--- config.mk ---
export PLATFORM = sky130hd
export DESIGN_NAME = ex_mem_stage
export DESIGN_NICKNAME = d
export VERILOG_FILES = /design/src/rtl/ex_mem_stage.sv
export SDC_FILE = /design/constraint.sdc
export NUM_CORES = 1
export LEC_CHECK = 0
export CORE_AREA = 2 2 140 170
export DETAILED_ROUTE_END_ITERATION = 6
export DIE_AREA = 0 0 142 172
export GPL_ROUTABILITY_DRIVEN = 0
export GPL_TIMING_DRIVEN = 0
export PLACE_DENSITY = 0.86
export SETUP_SLACK_MARGIN = 0.2
export SLEW_MARGIN = 20
export SYNTH_ARGS = -nofsm -noshare
export SYNTH_HDL_FRONTEND = slang
export SYNTH_SLANG_ARGS = --single-unit
--- constraint.sdc ---
create_clock -name clk_i -period 8.16 [get_ports clk_i]
set_clock_uncertainty 0.2 [all_clocks]
set_input_delay 1.224 -clock clk_i [delete_from_list [all_inputs] [get_ports clk_i]]
set_output_delay 1.224 -clock clk_i [all_outputs]
set_load 0.02 [all_outputs]
--- src/rtl/ex_mem_stage.sv ---
// ----------------------------------------------------------------------------
// ex_mem_stage
//   Execute stage plus EX/MEM pipeline register. Evaluates the ALU operation
//   selected by ALUCtrl_i, forms store addresses, and runs a 32-step
//   shift-add multiply while stalling the front of the pipe. The result, the
//   destination register and the Mem/WB control are registered toward the
//   memory stage.
//
// Ports
//   clk_i         clock, rising edge
//   rst_i         synchronous active-low reset
//   val1_i        operand A (rs1 data)
//   val2_i        operand B (imm or rs2, muxed upstream); store data
//   Simm_i        sign-extended store immediate
//   ALUCtrl_i     0010 add, 0110 sub, 0000 and, 0001 or, 1111 mul
//   rd_addr_i     destination register
//   Mem_i         [1]=MemRead, [0]=MemWrite
//   WB_i          register write enable
//   stall_o       upstream must hold ID/EX and the PC while high
//   alu_result_o  registered result or memory address
//   store_data_o  registered store data
//   rd_addr_o     registered destination
//   Mem_o         registered memory control
//   WB_o          registered write enable
// ----------------------------------------------------------------------------
module ex_mem_stage #(
    parameter int MUL_CYCLES = 32
) (
    input  logic        clk_i,
    input  logic        rst_i,
    input  logic [31:0] val1_i,
    input  logic [31:0] val2_i,
    input  logic [31:0] Simm_i,
    input  logic [3:0]  ALUCtrl_i,
    input  logic [4:0]  rd_addr_i,
    input  logic [1:0]  Mem_i,
    input  logic        WB_i,
    output logic        stall_o,
    output logic [31:0] alu_result_o,
    output logic [31:0] store_data_o,
    output logic [4:0]  rd_addr_o,
    output logic [1:0]  Mem_o,
    output logic        WB_o
);

    localparam int CW = $clog2(MUL_CYCLES);

    localparam logic [0:0] ST_IDLE = 1'b0;
    localparam logic [0:0] ST_BUSY = 1'b1;

    localparam logic [3:0] ALU_ADD = 4'b0010;
    localparam logic [3:0] ALU_SUB = 4'b0110;
    localparam logic [3:0] ALU_AND = 4'b0000;
    localparam logic [3:0] ALU_OR  = 4'b0001;
    localparam logic [3:0] ALU_MUL = 4'b1111;

    localparam logic [CW-1:0] LAST_STEP = CW'(MUL_CYCLES - 1);

    logic [0:0]    state_q,  state_d;
    logic [CW-1:0] cnt_q,    cnt_d;
    logic [31:0]   mcand_q,  mcand_d;
    logic [31:0]   mplier_q, mplier_d;
    logic [31:0]   acc_q,    acc_d;
    logic [31:0]   result_q, result_d;
    logic [31:0]   sdata_q,  sdata_d;
    logic [4:0]    rd_q,     rd_d;
    logic [1:0]    mem_q,    mem_d;
    logic          wb_q,     wb_d;

    logic          mul_req;
    logic          stall;
    logic [31:0]   alu_res;
    logic [31:0]   acc_step;

    // Bubbles carry WB_i=0, so they can never start a multiply.
    assign mul_req = (ALUCtrl_i == ALU_MUL) && WB_i;

    // Accumulator value after the current shift-add step.
    assign acc_step = acc_q + (mplier_q[0] ? mcand_q : 32'd0);

    always_comb begin
        alu_res = 32'd0;
        if (Mem_i[0]) begin
            alu_res = val1_i + Simm_i;
        end else begin
            case (ALUCtrl_i)
                ALU_ADD: alu_res = val1_i + val2_i;
                ALU_SUB: alu_res = val1_i - val2_i;
                ALU_AND: alu_res = val1_i & val2_i;
                ALU_OR:  alu_res = val1_i | val2_i;
                default: alu_res = 32'd0;
            endcase
        end
    end

    always_comb begin
        state_d  = state_q;
        cnt_d    = cnt_q;
        mcand_d  = mcand_q;
        mplier_d = mplier_q;
        acc_d    = acc_q;
        result_d = result_q;
        sdata_d  = sdata_q;
        rd_d     = rd_q;
        mem_d    = mem_q;
        wb_d     = wb_q;
        stall    = 1'b0;

        case (state_q)
            ST_IDLE: begin
                sdata_d = val2_i;
                if (mul_req) begin
                    stall    = 1'b1;
                    mcand_d  = val1_i;
                    mplier_d = val2_i;
                    acc_d    = 32'd0;
                    cnt_d    = '0;
                    state_d  = ST_BUSY;
                    // Bubble toward MEM while the multiply runs.
                    result_d = 32'd0;
                    rd_d     = 5'd0;
                    mem_d    = 2'b00;
                    wb_d     = 1'b0;
                end else begin
                    result_d = alu_res;
                    rd_d     = rd_addr_i;
                    mem_d    = Mem_i;
                    wb_d     = WB_i;
                end
            end
            ST_BUSY: begin
                acc_d    = acc_step;
                mcand_d  = mcand_q << 1;
                mplier_d = mplier_q >> 1;
                cnt_d    = cnt_q + CW'(1);
                if (cnt_q == LAST_STEP) begin
                    // Stall drops this cycle, so the inputs are the held
                    // multiply instruction: sample its rd/Mem/WB now.
                    state_d  = ST_IDLE;
                    cnt_d    = '0;
                    result_d = acc_step;
                    sdata_d  = val2_i;
                    rd_d     = rd_addr_i;
                    mem_d    = Mem_i;
                    wb_d     = WB_i;
                end else begin
                    stall = 1'b1;
                end
            end
            default: begin
                state_d = ST_IDLE;
            end
        endcase
    end

    always_ff @(posedge clk_i) begin
        if (!rst_i) begin
            state_q  <= ST_IDLE;
            cnt_q    <= '0;
            mcand_q  <= 32'd0;
            mplier_q <= 32'd0;
            acc_q    <= 32'd0;
            result_q <= 32'd0;
            sdata_q  <= 32'd0;
            rd_q     <= 5'd0;
            mem_q    <= 2'b00;
            wb_q     <= 1'b0;
        end else begin
            state_q  <= state_d;
            cnt_q    <= cnt_d;
            mcand_q  <= mcand_d;
            mplier_q <= mplier_d;
            acc_q    <= acc_d;
            result_q <= result_d;
            sdata_q  <= sdata_d;
            rd_q     <= rd_d;
            mem_q    <= mem_d;
            wb_q     <= wb_d;
        end
    end

    // Reset overrides any pending multiply request on the stall line.
    assign stall_o      = rst_i & stall;
    assign alu_result_o = result_q;
    assign store_data_o = sdata_q;
    assign rd_addr_o    = rd_q;
    assign Mem_o        = mem_q;
    assign WB_o         = wb_q;

endmodule

# Yosys cells after proc, flatten, opt, wreduce, memory -nomap -nowiden
# Index checks and enable logic that the tools add are counted.
# totals
regBits	174
elab_cells	57
# op_classes
addsub	5
n_eq_ne	7
n_mux	29
n_bitwise	4
n_reduce_logical	2
# op_table
cell	count
32-bit one-hot mux with 2 select lines	5
32-bit two-way mux	8
32-bit one-hot mux with 4 select lines	1
32-bit adder	3
32-bit bitwise AND	1
32-bit OR	1
32-bit subtractor	1
5-bit two-way mux	4
5-bit one-hot mux with 2 select lines	2
5-bit by 1-bit adder with 5-bit output (second input constant)	1
5-bit equality test (second input constant)	1
4-bit by 1-bit equality test with 1-bit output (second input constant)	1
4-bit by 2-bit equality test with 1-bit output (second input constant)	1
4-bit by 3-bit equality test with 1-bit output (second input constant)	1
4-bit equality test (second input constant)	1
4-bit logical NOT	1
1-bit two-way mux	4
2-bit two-way mux	2
1-bit one-hot mux with 2 select lines	2
2-bit one-hot mux with 2 select lines	1
2-bit by 1-bit inequality test with 1-bit output (second input constant)	1
2-bit inequality test (second input constant)	1
1-bit bitwise AND	1
1-bit logical AND	1
1-bit inverter	1

# Depth between registers and ports, before layout
# Gate-level depths: netlist (run 1).
# logic_depth
ltp_word	5
mapped_depth	20
depth_no_buf	20

# Worst setup path after synthesis (run 1)
# No wires, ideal clock.
# synth_timing
path_kind	input-to-reg
startpoint	in val2_i[12]
endpoint	reg result_q[31] (netlist: alu_result_o[31])
setup_ns	0.126
t_arrival_ns	4.948
t_required_ns	7.834
setup_slack_ns	2.886
stages	17
n_path_buf	1
path_cell_list	clkbuf_2 or4_4 or3_4 nor4_4 nand2_1 o31ai_1 xor2_1 ha_1 a21o_1 a21o_1 a21oi_1 o21ai_0 or4_1 o21bai_1 xnor2_1 a221oi_1 o31ai_1
# synth_via
elab_chain_len	5
elab_cells_between_ends	6
# synth_lines
item	line	text
from (decl)	32	input logic [31:0] val2_i,
32-bit subtractor or 32-bit adder (tied branches)	88, 87	
32-bit one-hot mux with 4 select lines *	86	case (ALUCtrl_i)
32-bit two-way mux *	83	if (Mem_i[0]) begin
32-bit two-way mux *	112	if (mul_req) begin
32-bit one-hot mux with 2 select lines *	109	case (state_q)
to (signal assigned)	174	result_q <= result_d;
to (decl)	64	logic [31:0] result_q, result_d;
# Every way passes the cells marked *; elsewhere a longest branch is shown, timed or not.
# A chain may end at the register's enable or synchronous reset.

# Worst setup path in the final report (run 1)
# layout_timing
startpoint	in ALUCtrl_i[1]
endpoint	reg result_q[28] (netlist: alu_result_o[28])
# layout_via
elab_chain_len	5
elab_cells_between_ends	10
# layout_lines
item	line	text
from (decl)	34	input logic [3:0] ALUCtrl_i,
4-bit by 1-bit equality test with 1-bit output (tied with other cells)	86	
32-bit one-hot mux with 4 select lines	86	
32-bit two-way mux	83	
32-bit two-way mux *	112	
32-bit one-hot mux with 2 select lines *	109	
# Marks and branches as above.

==> out/results.ini, run 1 <==
[run_status]
outcome = finished, final reports clean

[cts]
clock_sinks = 174
cts_tree = done
cts_buffer_depth = 2
ctsHoldBuffers = 0
cts_made_buffers = 17
clkLatencyLatePin_ns = 0.46
clkTransAtPathRegs_ns = 0.07
clockRootBuffer = clkbuf_16
cts-resized-gates = 0
post_cts_buffers = 0
htree_num_levels = 4

[worst_setup_path]
end_kind = register
crit_buf_inv = 3
critPathTopFamily = compound AO/OA/AOI/OAI gates
startpoint_type = input pin
critPathArrivalTime_ns = 6.42
critPathMaxStageDelay_ns = 0.54
path_cells = clkdlybuf4s50_1 > nor3b_1 > buf_2 > nand2_1 > clkbuf_1 > nand2_1 > o21ai_0 > fa_1 > nor2b_1 > o211a_1 > o311ai_0 > a221o_1 > o31ai_1 > a21boi_1 > o21bai_1 > xor2_1 > a221oi_1 > o32ai_1
crit_required_ns = 8.28
critPathKind = in2reg
critPathSlowestCell = o31ai_1
path_max_fanout = 10
crit_top_cell = nand2_1

[die]
fp-row-count = 61
die_y_um = 172
ios = 183
core_area_sq_um = 22800
die_area_sq_um = 24400
chipWidth_um = 142
initial_utilization_pct = 60.2

[sta]
finalCriticalPeriod_ns = 6.29
setup_viol = 0
tightestPinTransition_ns = 0.988
slew_viol_final = 0
hold_viol_final = 0
rsz0062_at_grt = false
finalSetupTns_ns = 0
relSlewSlack_pct = 34.1
period_share_pct = 77.1
fmax_ghz = 0.159

[place]
dpl.hpwl_um = 37300
port_buffers = 167
place_area_sq_um = 15800

[routing]
drc = 0
vias = 15058
via_per_inst = 6.64
drt_iter0_drc = 1958
drt-pass1-iter-count = 7
totalWireLength_um = 49100
detail-route-antenna-nets = 0
wl_per_cell_um = 21.6

[synthesis]
yosysMostFrequentCell = nand2_1
synth-edff-count = 0
synth_cells = 1786
avgSynthCellArea_sq_um = 7.69
ys_top_cells_by_count = nand2_1, dfxtp_1, a21oi_1
synth_warnings = 0
synth_area_leaders = dfxtp_1, ha_1, nand2_1
yosysSeqAreaShare_pct = 25.4
synth.distinct_cells = 77
netlist.top_cell.by_area = dfxtp_1
synth_area_sq_um = 13700
synth-seq-cells = 174
synthArstFlopShare_pct = 0
synth_top_area_share_pct = 25.4
synth_fp_nets = 1997
ys.flop_type = dfxtp_1

[min_path]
hp-class = reg2reg

[cells_and_area]
stdcell_area_sq_um = 16400
nNetsFinal = 2183
layout-drive-gt1-share_pct = 3.73
syn_to_final_growth_pct = 19.3

[flow_run]
cap_violations = 0

[global_routing]
grt_pass1_wl_um = 74600
antenna_found_initial = 1
grt_pass1_vias = 14478
grt-ovfl-total = 0
track_usage_pct = 39.3
grt_max_degree = 17

[power]
max-vdd-ir-drop_mv = 0.167
p_leak_uw = 0.00712
p_per_area_nw_per_um2 = 154
power.total_uw = 2530

-- through the flow --
| stage | cells | setup WS [ns] | utilization, % | hold slack, ns |
|---|---|---|---|---|
| finish | 2269 | 1.87 | 71.8 | 0.262 |
| global route | 2268 | 1.74 | 71.8 | 0.284 |
| CTS | 2268 | 2.17 | 71.8 | 0.266 |
| detailed placement | 2236 | 1.83 | 69.1 | 0.256 |
| global placement | 2236 | 1.94 | 69.1 | 0.246 |
| floorplan | 1786 | 2.89 | - | 0.224 |
-- state kept, by name, summed over array words and instances, names as in the netlist --
signal        flops
acc_q            32
WB_o              1
Mem_o             2
state_q           1
alu_result_o     32
store_data_o     32
mcand_q          32
mplier_q         32
cnt_q             5
rd_addr_o         5
-- worst paths after layout --
kind                         start                to  slack (ns)  cells after the start
setup reg to reg       mplier_q[0]  alu_result_o[31]        3.96                     13
hold reg to reg   store_data_o[16]  store_data_o[16]        0.26                      2
setup / recovery      ALUCtrl_i[1]  alu_result_o[28]        1.87                     18
hold / removal    store_data_o[16]  store_data_o[16]        0.26                      2
-- power by group --
part,switching [uW],total (uW),internal (uW)
clock,399,896,497
sequential,26.8,916,889
combinational,409,714,305
total,835,2530,1690
-- layer usage --
metal	wire [um]	GRT usage, %	part of all wire [%]
met1	17000	44.4	35
met2	22000	62.7	45
met3	5910	10.7	12
met4	4110	31.2	8.4
met5	0	0	0
-- worst reg2reg max path, cell delays in order, from the launching register on --
cell and delay (ns):
dfxtp_1 0.53, clkbuf_1 0.29, and2_1 0.23, ha_1 0.28, a21oi_1 0.13, o21ai_0 0.26, a31oi_1 0.24, a2111oi_0 0.82
nor3_1 0.15, o21bai_1 0.20, a21oi_1 0.11, xor2_1 0.16, o21ai_0 0.29, o31ai_1 0.17
-- logic make-up after synthesis --
| logic type | share of synthesized area [%] |
|---|---|
| buf+inv | 4.51 |
| simple gates | 21.3 |
| fa+ha+maj | 11.6 |
| compound gates | 28.8 |
| xor+xnor | 7.21 |
| flops | 25.4 |
| mux | 1.11 |
-- cell usage in the layout (no fill, tap or decap), types with 12 or more instances in the layout --
cell             count
nand2_1            297
dfxtp_1            174
clkdlybuf4s50_1    167
a21oi_1            141
clkbuf_1           105
ha_1                98
o21ai_0             92
nand3_1             85
nor2_1              78
xnor2_1             70
o211a_1             64
and2_1              60
a21boi_0            48
a21o_1              44
xor2_1              43
maj3_1              31
nor2b_1             30
a221oi_1            28
inv_1               26
a31oi_1             26
nor3_1              18
o211ai_1            17
clkbuf_16           17
a211oi_1            13
mux2i_1             13
and3_1              12
a31o_2              12
o21bai_1            12
-- layout make-up --
| type | instances | area, sq um |
|---|---|---|
| flip-flops and latches | 174 | 3480 |
| diodes | 1 | 2.50 |
| clock buffers | 18 | 439 |
| well taps | 283 | 354 |
| repair buffers | 167 | 1670 |
| inverters | 26 | 97.6 |
| clock inverters | 14 | 183 |
| multi-input cells | 1461 | 9630 |
| fillers | 1744 | 6440 |
| plain buffers | 125 | 522 |
Power figures use the tool's default switching activity.
==> run 2, diff against run 1 <==
- CORE_AREA: 2 2 140 170 -> 2 2 145 176
- DIE_AREA: 0 0 142 172 -> 0 0 147 178
- PLACE_DENSITY: 0.86 -> 0.81
- clock period: 8.16 -> 6.25 ns (I/O delays scaled with it)
==> run 2 against run 1 <==
Against the previous run: hold slack improved by 0.0020 ns; combinational power increased by 31%; routed wire length is 0.61% lower; sequential share of layout area shrank 0.073 points; die area is 7.1% higher; count of clock-buffer cells in the layout up 1; global-route usage is 3.2 points lower.
==> out/results.ini, run 2 (synthesized netlist as in run 1, its figures left out) <==
[cells_and_area]
stdcell_area_sq_um = 16400  ; +0.34%
layout-drive-gt1-share_pct = 3.78  ; +0.050 points
fin_cells = 2310  ; +1.8%
diodes = 0  ; -1
final_cell_mix = nand2_1, dfxtp_1, clkdlybuf4s50_1
final_common_cell = nand2_1
syn_to_final_growth_pct = 19.7
nNetsFinal = 2183  ; unchanged

[sta]
setup_viol = 0  ; unchanged
hold_viol_final = 0  ; unchanged
fmax_ghz = 0.172
relSlewSlack_pct = 34.0  ; -0.11 points
period_share_pct = 93.2
slew_viol_final = 0  ; unchanged
finalSetupTns_ns = 0  ; unchanged
tightestPinTransition_ns = 0.982  ; -0.00588 ns
finalCriticalPeriod_ns = 5.82
rsz0062_at_grt = false

[die]
die_area_sq_um = 26200  ; +7.1%
die_y_um = 178  ; +3.5%
core_area_sq_um = 24400  ; +7.1%
ios = 183  ; unchanged
initial_utilization_pct = 56.2  ; -4.0 points
fp-row-count = 63  ; +3.3%
chipWidth_um = 147  ; +3.5%

[flow_run]
cap_violations = 0  ; unchanged

[worst_setup_path]
critPathMaxStageDelay_ns = 0.70  ; +0.16 ns
critPathSlowestCell = o311ai_0
critPathArrivalTime_ns = 6.02  ; -0.40 ns
startpoint_type = input pin
end_kind = register
path_cells = clkdlybuf4s50_1 > nor3b_1 > and2_1 > buf_2 > clkbuf_1 > nor2_1 > xnor2_1 > ha_1 > nor2b_1 > o211a_1 > o311ai_0 > a221o_1 > o31ai_1 > a21boi_1 > xnor2_1 > nand2_1 > a221oi_1 > o31a_1
critPathKind = in2reg
path_max_fanout = 10  ; unchanged
crit_top_cell = xnor2_1
reg2reg_depth = 13  ; unchanged
crit_required_ns = 6.45  ; -1.83 ns

[cts]
cts_buffer_depth = 2  ; unchanged
cts_tree = done
clkTransAtPathRegs_ns = 0.07  ; about the same
clockRootBuffer = clkbuf_16
ctsHoldBuffers = 0  ; unchanged
post_cts_buffers = 0  ; unchanged
cts-resized-gates = 0  ; unchanged
cts_made_buffers = 17  ; unchanged
htree_num_levels = 4  ; unchanged
clkLatencyLatePin_ns = 0.46  ; about the same
clock_sinks = 174  ; unchanged

[min_path]
hp-class = reg2reg
min_path_cells = 2  ; unchanged

[routing]
detail-route-antenna-nets = 0  ; unchanged
wl_per_cell_um = 21.1  ; -2.4%
totalWireLength_um = 48800  ; -0.61%
vias = 14834  ; -1.5%
drt-pass1-iter-count = 6  ; -1
drc = 0  ; unchanged
drt_iter0_drc = 1630  ; -17%
via_per_inst = 6.42  ; -3.2%

[global_routing]
grt-ovfl-total = 0  ; unchanged
grt_max_degree = 18  ; +1
track_usage_pct = 36.1  ; -3.2 points
antenna_found_initial = 3  ; +2
grt_pass1_vias = 14088  ; -2.7%
grt_pass1_wl_um = 73900  ; -0.93%

[power]
max-vdd-ir-drop_mv = 0.200  ; +20%
power.total_uw = 3300  ; +31%
p_per_area_nw_per_um2 = 201  ; +30%
p_leak_uw = 0.00712  ; about the same

[run_status]
outcome = finished, final reports clean

[place]
port_buffers = 167  ; unchanged
dp.cells = 2278  ; +1.9%
place_area_sq_um = 15800  ; +0.33%
dpl.hpwl_um = 37600  ; +0.66%

[run 2: cell count changes in the layout (fill, tap and decap cells not counted)]
cell / previous run / this run
clkinv_8: 1 / 2
inv_6: 3 / 4
clkbuf_2: 1 / 2
clkinv_2: 3 / 0
clkbuf_1: 105 / 104
diode_2: 1 / 0
inv_8: 1 / 2
bufinv_16: 3 / 2
clkbuf_8: 1 / 2
[run 2: where the power goes]
group / switching, uW / internal (uW)
clock: 540 / 629
combinational: 534 / 399
sequential: 34.6 / 1160
total: 1110 / 2190
[run 2: layer usage]
metal	part of all wire [%]	GRT usage, %	wire, um
met1	37	41.7	18000
met5	0.033	0	16
met4	7.2	22.6	3500
met3	10	7.70	4880
met2	46	61.3	22400
[run 2: critical path, delay by kind of cell]
family / cells / cell delay [ns]
simple gates: 5 / 0.79
buf+inv: 3 / 1.22
xor+xnor: 2 / 0.33
compound gates: 7 / 2.40
fa+ha+maj: 1 / 0.34
[run 2: final timing paths]
path / from / endpoint / slack (ns)
worst max register to register: mplier_q[0] / alu_result_o[30] / 2.11
worst min register to register: store_data_o[25] / store_data_o[25] / 0.26
worst max-delay path: ALUCtrl_i[1] / alu_result_o[26] / 0.43
worst min-delay path: store_data_o[25] / store_data_o[25] / 0.26
[run 2: final cells by class]
cell class	instances	area (sq um)
Buffer	125	523
Clock buffer	19	453
Clock inverter	13	174
Fill cell	2080	8000
Inverter	26	97.6
Multi-Input combinational cell	1461	9630
Sequential cell	174	3480
Tap cell	325	407
Timing Repair Buffer	167	1670
[run 2: metrics by stage]
step / hold slack [ns] / setup WS, ns / utilization, %
2_1_floorplan: 0.224 / 1.26 / -
3_3_place_gp: 0.245 / 0.278 / 64.7
3_5_place_dp: 0.256 / 0.209 / 64.7
4_1_cts: 0.267 / 0.547 / 67.3
5_1_grt: 0.280 / 0.215 / 67.3
6_report: 0.263 / 0.427 / 67.3
==> run 3, diff against run 2 <==
- CORE_AREA: 2 2 145 176 -> 2 2 173 208
- DIE_AREA: 0 0 147 178 -> 0 0 175 210
- PLACE_DENSITY: 0.81 -> 0.61
==> run 3 against run 2 <==
Against the previous run: routed wire length up 6.0%; sequential cell count unchanged; first-iteration DRC count down 23%; largest cell class unchanged; final cell count up 6.0%; register-to-register slack better by 0.06 ns; critical path type unchanged; highest routed layer is now met4.
==> out/results.ini, run 3 (synthesized netlist as in run 1, its figures left out) <==
[routing]
via_per_inst = 5.80  ; -9.7%
drc = 0  ; unchanged
detail-route-antenna-nets = 0  ; unchanged
drt_iter0_drc = 1260  ; -23%
wl_per_cell_um = 21.1  ; about the same
totalWireLength_um = 51700  ; +6.0%
drt-pass1-iter-count = 6  ; unchanged
vias = 14189  ; -4.3%

[worst_setup_path]
startpoint_type = input pin
crit_required_ns = 6.36  ; -0.09 ns
critPathSlowestCell = clkdlybuf4s50_1
path_max_fanout = 10  ; unchanged
end_kind = register
path_cells = clkdlybuf4s50_1 > nor3b_1 > buf_2 > nand2_1 > clkbuf_2 > o21ai_0 > inv_1 > ha_1 > nand2b_1 > a21oi_1 > o221ai_1 > o31ai_2 > a21o_1 > a41oi_1 > xnor2_1 > a221oi_1 > a211o_1 > a31oi_1
critPathArrivalTime_ns = 5.93  ; -0.09 ns
regToRegSetupSlack_ns = 2.17  ; +0.06 ns
critPathMaxStageDelay_ns = 0.58  ; -0.12 ns
critPathKind = in2reg

[min_path]
hp-class = reg2reg

[sta]
slew_viol_final = 0  ; unchanged
tightestPinTransition_ns = 0.902  ; -0.0798 ns
setup_viol = 0  ; unchanged
relSlewSlack_pct = 39.6  ; +5.6 points
rsz0062_at_grt = false
fmax_ghz = 0.172  ; about the same
finalCriticalPeriod_ns = 5.82  ; -0.00167 ns
hold_viol_final = 0  ; unchanged
period_share_pct = 93.1  ; about the same

[die]
chipWidth_um = 175  ; +19%
initial_utilization_pct = 39.5  ; -17 points
core_area_sq_um = 34800  ; +42%
ios = 183  ; unchanged
fp-row-count = 75  ; +19%
die_area_sq_um = 36800  ; +40%
die_y_um = 210  ; +18%

[cts]
clkTransAtPathRegs_ns = 0.07  ; about the same
cts_tree = done
htree_num_levels = 4  ; unchanged
clockRootBuffer = clkbuf_16
clock_sinks = 174  ; unchanged
clkLatencyLatePin_ns = 0.46  ; about the same
post_cts_buffers = 0  ; unchanged
cts_buffer_depth = 2  ; unchanged
cts_made_buffers = 17  ; unchanged

[cells_and_area]
layout-drive-gt1-share_pct = 3.88  ; +0.10 points
fill_cells = 3448  ; +66%
syn_to_final_growth_pct = 20.8
nNetsFinal = 2183  ; unchanged
final_cell_mix = nand2_1, dfxtp_1, clkdlybuf4s50_1
stdcell_area_sq_um = 16600  ; +0.88%
fin_cells = 2448  ; +6.0%
final_common_cell = nand2_1

[power]
switching_power_uw = 1130  ; +1.6%
p_int_uw = 2100  ; -3.9%
power.share.switching_pct = 34.9  ; +1.2 points
p_leak_uw = 0.00711  ; -0.21%
seqPwrFrac_pct = 37.0  ; +0.7 points
comb_power_share_pct = 28.8  ; +0.5 points
p_per_area_nw_per_um2 = 195  ; -2.9%
p_clk_share_pct = 34.2  ; -1.2 points
max-vdd-ir-drop_mv = 0.169  ; -16%

[flow_run]
cap_violations = 0  ; unchanged

[run_status]
outcome = finished, final reports clean

[place]
dp.cells = 2415  ; +6.0%
dpl.hpwl_um = 41000  ; +9.1%
port_buffers = 167  ; unchanged
place_area_sq_um = 16000  ; +1.1%

[global_routing]
grt_max_degree = 19  ; +1
track_usage_pct = 27.3  ; -8.9 points
grt-ovfl-total = 0  ; unchanged
antenna_found_initial = 1  ; -2
grt_pass1_wl_um = 77000  ; +4.2%
grt_pass1_vias = 13547  ; -3.8%

## run 3: cell count changes in the layout (fill, tap and decap cells not counted), sizes merged
cell | before | now
bufinv | 2 | 0
clkinv | 3 | 7
inv | 32 | 31
diode | 0 | 1
clkbuf | 126 | 125
## run 3: routing by layer
| metal | track usage [%] | wire length (um) | vias up |
|---|---|---|---|
| met1 | 33.6 | 21500 | 6659 |
| met5 | 0 | 0 | - |
| met2 | 46.7 | 24400 | 574 |
| met3 | 3.84 | 3190 | 130 |
| met4 | 13.4 | 2590 | 0 |
| li1 | - | - | 6826 |
## run 3: timing repair
action,in CTS,in global routing
resized for setup,0,5
endpoints found under the setup margin,0,5
hold buffers,0,0
## run 3: power groups by stage
stage	Combinational [uW]	Sequential (uW)	Clock, uW
6_report	929	1200	1100
4_1_cts	912	1200	1110
3_3_place_gp	899	1220	0
3_5_place_dp	907	1220	0
5_1_grt	997	1200	1160
2_1_floorplan	528	1260	0
## run 3: area by class of cell
class | instances | area [sq um] | share of cell area [%]
multi-input combinational | 1461 | 9640 | 58.1
sequential | 174 | 3480 | 21.0
timing repair buffer | 167 | 1670 | 10.1
tap | 462 | 578 | 3.49
buffer | 125 | 524 | 3.16
clock buffer | 18 | 439 | 2.65
clock inverter | 14 | 153 | 0.920
inverter | 26 | 97.6 | 0.588
antenna | 1 | 2.50 | 0.0151
## run 3: final timing paths
path	startpoint	end	depth (start not counted)
worst max register to register	mplier_q[0]	alu_result_o[31]	13
worst min-delay path	store_data_o[25]	store_data_o[25]	2
worst min register to register	store_data_o[25]	store_data_o[25]	2
worst max-delay path	ALUCtrl_i[1]	alu_result_o[23]	18
## run 3: critical path, delay by kind of cell
family | cells | cell delay [ns]
buffers and inverters | 4 | 1.28
XOR/XNOR | 1 | 0.15
AO/OA/AOI/OAI | 9 | 2.67
adder cells (fa/ha/maj) | 1 | 0.29
AND/OR/NAND/NOR | 3 | 0.60
## run 3: metrics by stage
| stage | setup TNS, ns | power [uW] | setup WS (ns) | utilization (%) | hold WS, ns |
|---|---|---|---|---|---|
| after floorplan | 0 | 1780 | 1.26 | - | 0.224 |
| after global placement | 0 | 2120 | 0.0587 | 45.9 | 0.248 |
| after detailed placement | -0.0815 | 2130 | -0.0446 | 45.9 | 0.251 |
| after CTS | 0 | 3220 | 0.400 | 47.6 | 0.263 |
| after global routing | 0 | 3360 | 0.229 | 47.6 | 0.290 |
| final | 0 | 3230 | 0.429 | 47.6 | 0.267 |
